### config.mk
export PLATFORM = sky130hd
export DESIGN_NAME = src_operand_fetch_flat
export DESIGN_NICKNAME = d
export VERILOG_FILES = /design/src/rtl/src_operand_fetch_if.sv /design/src/rtl/src_operand_fetch.sv /design/src/flat_wrapper.sv
export SDC_FILE = /design/constraint.sdc
export NUM_CORES = 1
export LEC_CHECK = 0
export ABC_AREA = 1
export CAP_MARGIN = 15
export CORE_ASPECT_RATIO = 1.5
export CORE_UTILIZATION = 45
export DETAILED_ROUTE_END_ITERATION = 7
export GPL_TIMING_DRIVEN = 0
export PLACE_DENSITY = 0.7
export RECOVER_POWER = 50
export SLEW_MARGIN = 25
export SYNTH_ARGS = -nofsm -noshare
export SYNTH_HDL_FRONTEND = slang
export SYNTH_SLANG_ARGS = --single-unit
### constraint.sdc
create_clock -name clk -period 2.7 [get_ports clk]
set_input_delay 0.675 -clock clk [delete_from_list [all_inputs] [get_ports clk]]
set_output_delay 0.675 -clock clk [all_outputs]
set_load 0.05 [all_outputs]
### src/rtl/src_operand_fetch_if.sv
// rtl/src_operand_fetch_if.sv - data-memory word-read port used by the source-operand sequencer
interface src_operand_fetch_if;
    logic        mem_req;
    logic [15:0] mem_addr;
    logic        mem_ack;
    logic [15:0] mem_rdata;

    modport master (output mem_req, output mem_addr, input mem_ack, input mem_rdata);
    modport slave  (input mem_req, input mem_addr, output mem_ack, output mem_rdata);
endinterface

### src/rtl/src_operand_fetch.sv
// rtl/src_operand_fetch.sv - MSP430 source-operand sequencer (As modes, constant generators, autoincrement)
// Optional ack timeout enabled by SRC_FETCH_TIMEOUT_EN.
module src_operand_fetch #(
    parameter int TIMEOUT = 16
) (
    input  logic                       clk,
    input  logic                       rst,
    input  logic                       start,
    input  logic [1:0]                 as,
    input  logic [3:0]                 src_reg,
    input  logic                       bw,
    input  logic [15:0]                pc_in,
    input  logic [15:0]                reg_sout,
    output logic [3:0]                 reg_sa,
    output logic                       reg_rw,
    output logic [3:0]                 reg_da,
    output logic [15:0]                reg_din,
    output logic                       pc_inc,
    src_operand_fetch_if.master        mem,
    output logic [15:0]                operand,
    output logic [15:0]                op_addr,
    output logic                       op_valid,
    output logic                       busy,
    output logic                       fetch_err
);
    localparam logic [2:0] S_IDLE = 3'd0;
    localparam logic [2:0] S_EXT  = 3'd1;
    localparam logic [2:0] S_RD   = 3'd2;
    localparam logic [2:0] S_WB   = 3'd3;
    localparam logic [2:0] S_DONE = 3'd4;

    logic [2:0]  state;
    logic [1:0]  as_q;
    logic [3:0]  src_q;
    logic        bw_q;
    logic [15:0] ea;
    logic [15:0] data;
    logic [15:0] pc_q;
    logic        is_const;
    logic [15:0] const_val;
    logic        ack;
    logic        timeout_hit;
    logic [15:0] idx_ea;
    logic [15:0] rd_data;
    logic [15:0] ext_data;
    logic [15:0] inc;

    // The new source register is presented in the start cycle so reg_sout is usable at the start edge.
    assign reg_sa = (rst && state == S_IDLE && start) ? src_reg : src_q;
    assign busy   = (state != S_IDLE);
    assign ack    = mem.mem_req && mem.mem_ack;

    always_comb begin
        is_const  = (src_reg == 4'd3) || (src_reg == 4'd2 && as[1]);
        const_val = 16'h0000;
        case (as)
            2'b00: const_val = 16'h0000;
            2'b01: const_val = 16'h0001;
            2'b10: const_val = (src_reg == 4'd3) ? 16'h0002 : 16'h0004;
            2'b11: const_val = (src_reg == 4'd3) ? 16'hFFFF : 16'h0008;
            default: const_val = 16'h0000;
        endcase
    end

    assign idx_ea   = ((src_q == 4'd0) ? pc_q : (src_q == 4'd2) ? 16'h0000 : reg_sout) + mem.mem_rdata;
    assign rd_data  = bw_q ? {8'h00, (ea[0] ? mem.mem_rdata[15:8] : mem.mem_rdata[7:0])} : mem.mem_rdata;
    assign ext_data = bw_q ? {8'h00, mem.mem_rdata[7:0]} : mem.mem_rdata;
    // PC and SP always step by a word, even for byte operations.
    assign inc      = (bw_q && src_q > 4'd1) ? 16'd1 : 16'd2;

`ifdef SRC_FETCH_TIMEOUT_EN
    logic [15:0] to_cnt;
    logic        timed_out;

    assign timeout_hit = mem.mem_req && !mem.mem_ack && (to_cnt == 16'(TIMEOUT - 1));

    always_ff @(posedge clk) begin
        if (!rst) begin
            to_cnt    <= 16'h0000;
            timed_out <= 1'b0;
            fetch_err <= 1'b0;
        end else begin
            if (!mem.mem_req || mem.mem_ack)
                to_cnt <= 16'h0000;
            else
                to_cnt <= to_cnt + 16'd1;
            if (state == S_IDLE && start) begin
                timed_out <= 1'b0;
                fetch_err <= 1'b0;
            end else if (timeout_hit) begin
                timed_out <= 1'b1;
            end
            if (state == S_DONE)
                fetch_err <= timed_out;
        end
    end
`else
    assign timeout_hit = 1'b0;
    // Always 0; TIMEOUT is only meaningful when the timeout counter is built.
    assign fetch_err   = (TIMEOUT < 0);
`endif

    always_ff @(posedge clk) begin
        if (!rst) begin
            state        <= S_IDLE;
            as_q         <= 2'b00;
            src_q        <= 4'd0;
            bw_q         <= 1'b0;
            ea           <= 16'h0000;
            data         <= 16'h0000;
            pc_q         <= 16'h0000;
            mem.mem_req  <= 1'b0;
            mem.mem_addr <= 16'h0000;
            reg_rw       <= 1'b0;
            reg_da       <= 4'd0;
            reg_din      <= 16'h0000;
            pc_inc       <= 1'b0;
            operand      <= 16'h0000;
            op_addr      <= 16'h0000;
            op_valid     <= 1'b0;
        end else begin
            pc_inc   <= 1'b0;
            reg_rw   <= 1'b0;
            op_valid <= 1'b0;
            case (state)
                S_IDLE: if (start) begin
                    as_q  <= as;
                    src_q <= src_reg;
                    bw_q  <= bw;
                    if (is_const) begin
                        data  <= const_val;
                        ea    <= 16'h0000;
                        state <= S_DONE;
                    end else if (as == 2'b00) begin
                        data  <= bw ? {8'h00, reg_sout[7:0]} : reg_sout;
                        ea    <= 16'h0000;
                        state <= S_DONE;
                    end else if (as == 2'b01 || (as == 2'b11 && src_reg == 4'd0)) begin
                        pc_q         <= pc_in;
                        mem.mem_addr <= {pc_in[15:1], 1'b0};
                        mem.mem_req  <= 1'b1;
                        state        <= S_EXT;
                    end else begin
                        ea           <= reg_sout;
                        mem.mem_addr <= {reg_sout[15:1], 1'b0};
                        mem.mem_req  <= 1'b1;
                        state        <= S_RD;
                    end
                end
                S_EXT: if (ack) begin
                    pc_inc <= 1'b1;
                    if (as_q == 2'b01) begin
                        ea           <= idx_ea;
                        mem.mem_addr <= {idx_ea[15:1], 1'b0};
                        state        <= S_RD;
                    end else begin
                        data        <= ext_data;
                        ea          <= pc_q;
                        mem.mem_req <= 1'b0;
                        state       <= S_DONE;
                    end
                end else if (timeout_hit) begin
                    mem.mem_req <= 1'b0;
                    data        <= 16'hFFFF;
                    state       <= S_DONE;
                end
                S_RD: if (ack) begin
                    data        <= rd_data;
                    mem.mem_req <= 1'b0;
                    if (as_q == 2'b11) begin
                        reg_rw  <= 1'b1;
                        reg_da  <= src_q;
                        reg_din <= ea + inc;
                        state   <= S_WB;
                    end else begin
                        state <= S_DONE;
                    end
                end else if (timeout_hit) begin
                    mem.mem_req <= 1'b0;
                    data        <= 16'hFFFF;
                    state       <= S_DONE;
                end
                S_WB: state <= S_DONE;
                S_DONE: begin
                    op_valid <= 1'b1;
                    operand  <= data;
                    op_addr  <= ea;
                    state    <= S_IDLE;
                end
                default: state <= S_IDLE;
            endcase
        end
    end
endmodule

### src/flat_wrapper.sv
// flat-port wrapper written by rule: the top's interface ports become plain ports
module src_operand_fetch_flat 
#(
    parameter int TIMEOUT = 16
)
  (clk, rst, start, as, src_reg, bw, pc_in, reg_sout, reg_sa, reg_rw, reg_da, reg_din, pc_inc, operand, op_addr, op_valid, busy, fetch_err, mem_mem_req, mem_mem_addr, mem_mem_ack, mem_mem_rdata);
  src_operand_fetch_if mem_i ();
  input  logic clk;
  input  logic rst;
  input  logic start;
  input  logic [1:0] as;
  input  logic [3:0] src_reg;
  input  logic bw;
  input  logic [15:0] pc_in;
  input  logic [15:0] reg_sout;
  output logic [3:0] reg_sa;
  output logic reg_rw;
  output logic [3:0] reg_da;
  output logic [15:0] reg_din;
  output logic pc_inc;
  output logic [15:0] operand;
  output logic [15:0] op_addr;
  output logic op_valid;
  output logic busy;
  output logic fetch_err;
  output wire logic [$bits(mem_i.mem_req)-1:0] mem_mem_req;
  output wire logic [$bits(mem_i.mem_addr)-1:0] mem_mem_addr;
  input wire logic [$bits(mem_i.mem_ack)-1:0] mem_mem_ack;
  input wire logic [$bits(mem_i.mem_rdata)-1:0] mem_mem_rdata;
  assign mem_mem_req = mem_i.mem_req;
  assign mem_mem_addr = mem_i.mem_addr;
  assign mem_i.mem_ack = mem_mem_ack;
  assign mem_i.mem_rdata = mem_mem_rdata;
  src_operand_fetch #(.TIMEOUT(TIMEOUT)) u_core (.clk(clk), .rst(rst), .start(start), .as(as), .src_reg(src_reg), .bw(bw), .pc_in(pc_in), .reg_sout(reg_sout), .reg_sa(reg_sa), .reg_rw(reg_rw), .reg_da(reg_da), .reg_din(reg_din), .pc_inc(pc_inc), .mem(mem_i), .operand(operand), .op_addr(op_addr), .op_valid(op_valid), .busy(busy), .fetch_err(fetch_err));
endmodule
**Word-level counts from Yosys, hierarchy flattened**

Index checks and enable logic that the tools add are counted.

- Bits of input ports: 59
- Logic and storage cells: 118
- Output and inout bits: 78
- Flip-flop bits (word level): 130

- Bitwise operators: 2
- $lt $le $gt $ge: 1
- Add/sub/neg operators: 2
- Equality and inequality tests: 21
- Mux-type cells: 51
- Reduce and logical (&&, ||, !) cells: 25

Operator list:

| kind | number |
|---|---|
| 2-to-1 mux 16 bit | 24 |
| case mux 16 bit (2 select lines) | 2 |
| case mux 16 bit (4 select lines) | 1 |
| case mux 16 bit (3 select lines) | 1 |
| adder 16 bit | 2 |
| 2-to-1 mux 3 bit | 8 |
| == test 4 x 2 -> 1 bit (second input constant) | 3 |
| case mux 3 bit (4 select lines) | 1 |
| AND reduction 6 bit | 2 |
| 2-to-1 mux 1 bit | 9 |
| AND reduction 3 bit | 3 |
| logical NOT 4 bit | 2 |
| 2-to-1 mux 8 bit | 1 |
| != test 2 bit (second input constant) | 4 |
| AND reduction 7 bit | 1 |
| == test 2 bit (second input constant) | 3 |
| == test 3 x 2 -> 1 bit (second input constant) | 2 |
| logical AND 1 bit | 6 |
| != test 2 x 1 -> 1 bit (second input constant) | 3 |
| nonzero test 3 bit | 2 |
| AND reduction 5 bit | 1 |
| == test 2 x 1 -> 1 bit (second input constant) | 2 |
| > comparator 4 x 1 -> 1 bit (second input constant) | 1 |
| 2-to-1 mux 2 bit | 2 |
| other kinds (13) | 16 |

**Depth between registers and ports, before layout**

Gate-level depths: netlist of run 1.

- Depth after elaboration: 8
- Depth in mapped cells: 15
- Depth with buffers taken out: 15

**Worst setup path before layout of run 1**

OpenSTA, ideal clock, no wires.

- Path kind: input to output
- Start: in rst
- End: out reg_sa[0]
- Data arrival time: 2.177 ns
- Data required time: 2.025 ns
- Path buffers: 1
- Path slack: -0.152 ns
- Stages on the path: 4
- Cell sequence: clkbuf_1 -> clkinv_1 -> nor2_2 -> o21ai_0

- Cells in the longest elaborated chain, start to end: 3

RTL lines:

| element | RTL line | source |
|---|---|---|
| start, declared | flat_wrapper.sv:9 | `input logic rst;` |
| logical AND 1 bit (2 in a row) | src_operand_fetch.sv:49 | `assign reg_sa = (rst && state == S_IDLE && start) ? src_reg : src_q;` |
| 2-to-1 mux 4 bit | src_operand_fetch.sv:49 |  |
| end, declared | flat_wrapper.sv:16 | `output logic [3:0] reg_sa;` |

Every way passes these cells.

**Worst setup path in the final report of run 1**

- Start: in reg_sout[5]
- End: reg u_core.ea[11]

- Cells in the longest elaborated chain, start to end: 6

RTL lines:

| element | RTL line | source |
|---|---|---|
| start, declared | flat_wrapper.sv:15 | `input logic [15:0] reg_sout;` |
| 2-to-1 mux 16 bit (2 in a row) | src_operand_fetch.sv:65 | `assign idx_ea = ((src_q == 4'd0) ? pc_q : (src_q == 4'd2) ? 16'h0000 : reg_sout) + mem.mem_rdata;` |
| adder 16 bit | src_operand_fetch.sv:65 |  |
| 2-to-1 mux 16 bit | src_operand_fetch.sv:152 | `if (as_q == 2'b01) begin` |
| 2-to-1 mux 16 bit | src_operand_fetch.sv:150 | `S_EXT: if (ack) begin` |
| case mux 16 bit (2 select lines) | src_operand_fetch.sv:125 | `case (state)` |
| end signal, assigned | src_operand_fetch.sv:144 | `ea <= reg_sout;` |
| end signal, assigned | src_operand_fetch.sv:153 | `ea <= idx_ea;` |
| end signal, assigned | src_operand_fetch.sv:158 | `ea <= pc_q;` |
| end, declared | src_operand_fetch.sv:36 | `logic [15:0] ea;` |

Every way passes these cells. The select of a mux whose other input is x is not followed.
A chain may end at the register's enable or synchronous reset.

==> results.yml, run 1 <==
layout:
  utilization_pct: 61.8
  diodes: 0
  final_layout_size_suffix_gt1_share_pct: 10.1
  area_growth_pct: 33.6
  fillers: 1535
  nets: 1369
  multi_input_area_um2: 4140
  seqCellArea_um2: 2580
  stdcell_area_um2: 9740
  stdcell_count: 1505
timing:
  skew_ns: 0.0180
  slew_headroom_pct: 57.7
  setup_viol: 0
  worst_slew_pin_slew_ns: 0.634
  final_max_slew_viol_count: 0
  period_share_pct: 98.9
  min_period_ns: 2.67
  whs_ns: 0.472
  hold_viol_final: 0
  rsz0062_at_grt: "yes"
  clock.fmax_mhz: 374
route:
  ant_nets: 0
  wirelength_um: 28400
  drc: 0
  wire_per_inst_um: 18.9
  via_per_inst: 5.44
  dr_total_vias: 8180
  drt_first_iter_violations: 664
  dr.pass1.iters: 6
clock_network:
  htreeDepth: 4
  cts-root-buf: "clkbuf_16"
  clk_pin_slew_ns: 0.07
  numCtsBuffers: 17
  clk_latency_ns: 0.43
  cts-hold-fix-buffers: 0
  cts_tree: "done"
  clockBufferDepth: 2
  numClockSinks: 129
logic_synthesis:
  synth_cells: 1130
  synth_area_um2: 7290
  synth_cell_types: 43
  synth_mux_area_share_pct: 0
  synth_compound_area_share_pct: 19.3
  synth_simple_gate_area_share_pct: 29.4
  synthArstFlopShare_pct: 0
  yosysMostFrequentCell: "nand2_1"
  ys_seq_elements: 129
  synth_area_per_cell_um2: 6.45
  yosys_warnings: 0
  yosys.area.top_type_share_pct: 35.4
  synth_edf_count: 0
  synth_top_cell_by_area: "dfxtp_1"
  synth_area_leaders: "dfxtp_1 35%, nand2_1 14%, o21ai_0 7.5%"
  synth_top_flop_cell: "dfxtp_1"
  synth_top_family_by_area: "simple AND/OR/NAND/NOR gates"
  synth-seq-area-share_pct: 35.4
  synthXorXnorAreaFrac_pct: 1.32
  synthTopCellsByCount: "265 x nand2_1, 141 x inv_1, 132 x nor2_1"
  synth_fa_ha_area_share_pct: 3.81
worst_setup_path:
  crit-reg2reg-launch: "u_core.src_q[2]"
  cp-start-kind: "input pin"
  critical_path.max_stage_delay_ns: 0.51
  crit_chain: "clkdlybuf4s50_1, inv_1, o22ai_2, ha_4, nand2_1, inv_1, a21oi_1, nand2_2, nand2_1, nand2_1, nand2_1, nand3_1, a21oi_1"
  worstSetupPathType: "input pin to flip-flop"
  arrival_ns: 3.01
  cp.required_ns: 3.04
  startpoint: "reg_sout[5]"
  cp-end-kind: "flip-flop"
  cp_max_fo: 4
  cp_common_cell: "nand2_1"
  cp_slowest_cell: "clkdlybuf4s50_1"
die:
  die_height_um: 158
  initial_utilization_pct: 46.2
  core_um2: 15800
  fp.dieW_um: 106
  die_area_um2: 16700
  pin_count: 137
  rows: 56
placed_design:
  hpwl_um: 22500
  placed_cells: 1466
  gp_congestion: 1.06
  io_buffers: 132
  placed_area_um2: 8870
hold_path:
  min-delay-start: "u_core.mem.mem_addr[4]"
  hold_path_class: "flip-flop to flip-flop"
global_routing:
  grt_use_total_pct: 34.1
  grt_max_degree: 17
  grt_pass1_vias: 7621
  antenna_found_initial: 0
  grt-ovfl-total: 0
  grt_pass1_wl_um: 42100
power:
  p_per_area_nw_per_um2: 1020
  p_leak_nw: 4.44
  irDropWorstVdd_uv: 501
outcome:
  outcome: "finished clean"
run:
  cap_violations: 0
-- routing by layer --
| metal | GRT usage (%) | part of all wire (%) | up-vias |
|---|---|---|---|
| met1 | 38.0 | 38 | 3756 |
| li1 | - | - | 3987 |
| met2 | 60.1 | 49 | 339 |
| met4 | 22.7 | 7.6 | 0 |
| met5 | 0 | 0 | - |
| met3 | 4.86 | 5.2 | 98 |
-- power by group --
group	switching, mW	leakage (nW)	internal [mW]
Combinational	3.35	3.09	1.50
Clock	0.982	0.293	1.42
Sequential	0.286	1.05	2.38
-- critical path: cells and delay by family --
kind	cells	cell delay [ns]
AO/OA/AOI/OAI	3	0.67
AND/OR/NAND/NOR	6	0.65
buffers and inverters	3	0.72
adder cells (fa/ha/maj)	1	0.29
-- state kept, by name, summed over array words and instances, names as in the netlist, 15 cells and up --
signal               count
u_core.data             16
u_core.ea               16
u_core.mem.mem_addr     15
u_core.op_addr          16
u_core.operand          16
u_core.pc_q             16
u_core.reg_din          16
-- layout make-up --
class	instances	share of cell area, %
Buffer	49	2.29
Clock buffer	18	4.51
Clock inverter	14	1.72
Inverter	148	5.80
Multi-Input combinational cell	805	42.5
Sequential cell	129	26.5
Tap cell	203	2.61
Timing Repair Buffer	139	14.0
-- logic make-up (layout without fill, tap and decap cells) --
logic type	Yosys count	after routing
adder cells (fa/ha/maj)	21	21
XOR/XNOR	11	11
buffers and inverters	197	368
other	1	2
AO/OA/AOI/OAI	259	259
flip-flops	129	129
AND/OR/NAND/NOR	512	512
-- what timing repair did --
action                                  CTS  global route
endpoints found under the setup margin   37            31
gates resized for setup                  49            42
pin swaps                                 3             8
buffers inserted                          2             5
-- path summary, 6_finish.rpt --
check        slack (ns)  depth (start not counted)                     end
max                0.03                         13           u_core.ea[11]
min                0.47                          2  u_core.mem.mem_addr[4]
max reg2reg        0.09                         14            u_core.ea[8]
min reg2reg        0.47                          2  u_core.mem.mem_addr[4]
-- cell usage in the layout (no fill, tap or decap), types with 30 or more instances in the layout --
cell / synthesis / routed
nand3_1: 74 / 69
clkdlybuf4s50_1: 0 / 80
inv_1: 141 / 137
o21ai_0: 109 / 108
a21oi_1: 88 / 82
dfxtp_1: 129 / 128
nor2_1: 132 / 129
nand2_1: 265 / 257
dlygate4sd3_1: 0 / 45
clkbuf_1: 29 / 30
-- per-stage QoR --
| stage | setup TNS, ns | setup slack (ns) | power [mW] |
|---|---|---|---|
| after floorplan | -0.610 | -0.152 | 5.78 |
| after global placement | -18.04 | -0.986 | 7.26 |
| after detailed placement | -18.26 | -0.979 | 7.29 |
| after CTS | 0 | 0.00145 | 9.75 |
| after global routing | -0.122 | -0.0425 | 10.4 |
| final | 0 | 0.0296 | 9.92 |
Power figures use the tool's default switching activity.
==> run 2, diff against run 1 <==
--- a/config.mk
+++ b/config.mk
@@ -8,7 +8,9 @@
 export ABC_AREA = 1
 export CAP_MARGIN = 15
 export CORE_ASPECT_RATIO = 1.5
+export CORE_MARGIN = 8
 export CORE_UTILIZATION = 45
+export CTS_CLUSTER_DIAMETER = 30
 export DETAILED_ROUTE_END_ITERATION = 7
 export GPL_TIMING_DRIVEN = 0
 export PLACE_DENSITY = 0.7
==> run 2 against run 1 <==
  * Sequential cell count stayed put
  * First-iteration DRC count fell by 5.9%
  * Combinational power increased by 0.8%
  * Global-route usage is 5.9 points lower
  * Routed wire length grew 3.5%
  * Non-clock buffer count is 2 lower
  * Die area rose by 23%
  * Largest cell class unchanged
  * Register-to-register slack gained 0.04 ns
  * Final cell count up 0.13%
==> results.yml, run 2 (synthesized netlist as in run 1, its figures left out) <==
clock_network:
  clockBufferDepth: 2
  numCtsBuffers: 17
  clk_pin_slew_ns: 0.06
  cts-hold-fix-buffers: 0
  cts-root-buf: "clkbuf_16"
  cts_tree: "done"
  clk_latency_ns: 0.43
  numClockSinks: 129
  htreeDepth: 4
worst_setup_path:
  regToRegEndpoint: "u_core.ea[14]"
  cp_max_fo: 6
  arrival_ns: 1.97
  cp.required_ns: 2.03
  r2r_slack_ns: 0.13
  cp-start-kind: "input pin"
  worstSetupPathType: "input pin to output pin"
  crit-reg2reg-launch: "u_core.src_q[2]"
  r2r_cells: 14
  cp-end-kind: "output pin"
route:
  via_per_inst: 5.38
  wirelength_um: 29400
  dr.pass1.iters: 5
  drt_first_iter_violations: 625
  wire_per_inst_um: 19.5
  dr_total_vias: 8104
  ant_nets: 0
  drc: 0
timing:
  min_period_ns: 2.64
  final_max_slew_viol_count: 0
  hold_viol_final: 0
  clock.fmax_mhz: 378
  period_share_pct: 97.9
  whs_ns: 0.472
  worst_slew_pin_slew_ns: 0.664
  tns_ns: 0
  setup_ws_ns: 0.0579
  skew_ns: 0.0140
  slew_headroom_pct: 55.8
  setup_viol: 0
power:
  intPower_mw: 5.40
  total_power_mw: 10.0
  clkPwrFrac_pct: 24.7
  p_per_area_nw_per_um2: 1020
  irDropWorstVdd_uv: 564
  p_leak_nw: 4.45
  p_comb_share_pct: 48.7
  p_sw_mw: 4.64
  switching_share_pct: 46.2
  pwr-share-seq_pct: 26.6
layout:
  layout_commonest_cell: "nand2_1"
  final_layout_size_suffix_gt1_share_pct: 10.2
  area_growth_pct: 34.6
  utilization_pct: 61.1
  diodes: 0
  nets: 1368
  fillers: 1602
  layout_common_cells: "259 x nand2_1, 139 x inv_1, 129 x nor2_1, 129 x dfxtp_1, 107 x o21ai_0"
hold_path:
  holdPathStages: 2
  min-delay-start: "u_core.operand[6]"
  holdPathEnd: "u_core.operand[6]"
  hold_path_class: "flip-flop to flip-flop"
global_routing:
  grt-ovfl-total: 0
  antenna_found_initial: 0
  grt_max_degree: 17
  grt_pass1_vias: 7896
  grt_pass1_wl_um: 43700
  grt_use_total_pct: 28.2
die:
  fp.dieW_um: 120
  die_height_um: 172
  pin_count: 137
  core_um2: 16000
  initial_utilization_pct: 45.4
  rows: 57
  die_area_um2: 20600
placed_design:
  gp_congestion: 1.02
  pre_cts_ws_ns: -1.04
  hpwl_um: 23500
  io_buffers: 132
outcome:
  outcome: "finished clean"
run:
  cap_violations: 0
run 2: cell count changes in the layout (fill, tap and decap cells not counted), sizes merged:
cell           delta
buf               -1
bufinv            +1
clkbuf            -1
clkdlybuf4s50     +5
clkinv            +1
clkinvlp          -1
dlygate4sd2       -1
dlygate4sd3       -4
inv               -1
nor2              +1
run 2: power groups by stage:
stage | Clock, mW | Combinational, mW | Sequential (mW)
after floorplan | 0 | 2.38 | 3.40
after global placement | 0 | 4.61 | 2.68
after detailed placement | 0 | 4.63 | 2.70
after CTS | 2.49 | 4.72 | 2.66
after global routing | 2.57 | 5.29 | 2.73
final | 2.48 | 4.89 | 2.67
run 2: worst max path at each step:
stage                               start            end  slack, ns  depth (start not counted)
after floorplan                       rst      reg_sa[0]      -0.15                          4
after global placement                rst      reg_sa[0]       -1.0                          6
after detailed placement              rst      reg_sa[0]      -1.04                          6
after CTS                 u_core.src_q[3]  u_core.ea[13]      -0.05                         14
after global routing      u_core.src_q[2]  u_core.ea[12]     -0.002                         12
final                               start      reg_sa[0]       0.06                          6
run 2: final cells by class:
type | instances | area (um^2) | share of cell area [%]
Multi-Input combinational cell | 806 | 4190 | 42.7
Timing Repair Buffer | 137 | 1350 | 13.8
Clock inverter | 14 | 189 | 1.93
Sequential cell | 129 | 2580 | 26.3
Clock buffer | 18 | 439 | 4.48
Buffer | 49 | 230 | 2.35
Inverter | 148 | 569 | 5.80
Tap cell | 206 | 258 | 2.63
run 2: critical path: stages:
cell,delay (ns)
clkdlybuf4s50_1,0.55
nand2_4,0.12
nor2_4,0.18
nand2_1,0.09
o21ai_0,0.11
buf_4,0.24
run 2: through the flow:
step	instances	cell area, um^2
CTS	1501	9580
finish	1507	9810
floorplan	1131	7290
global placement	1469	8870
detailed placement	1469	8870
global route	1507	9810
run 2: repair_timing:
item | CTS | global route
gates cloned | 0 | 1
buffers inserted | 0 | 5
resized for setup | 48 | 52
setup endpoints to repair | 37 | 35
pin swaps | 0 | 5
run 2: per-layer routing:
layer	wire length, um	track usage [%]
met5	0	0
met2	14800	50.6
met3	1670	4.54
met1	11000	30.1
met4	1940	18.7
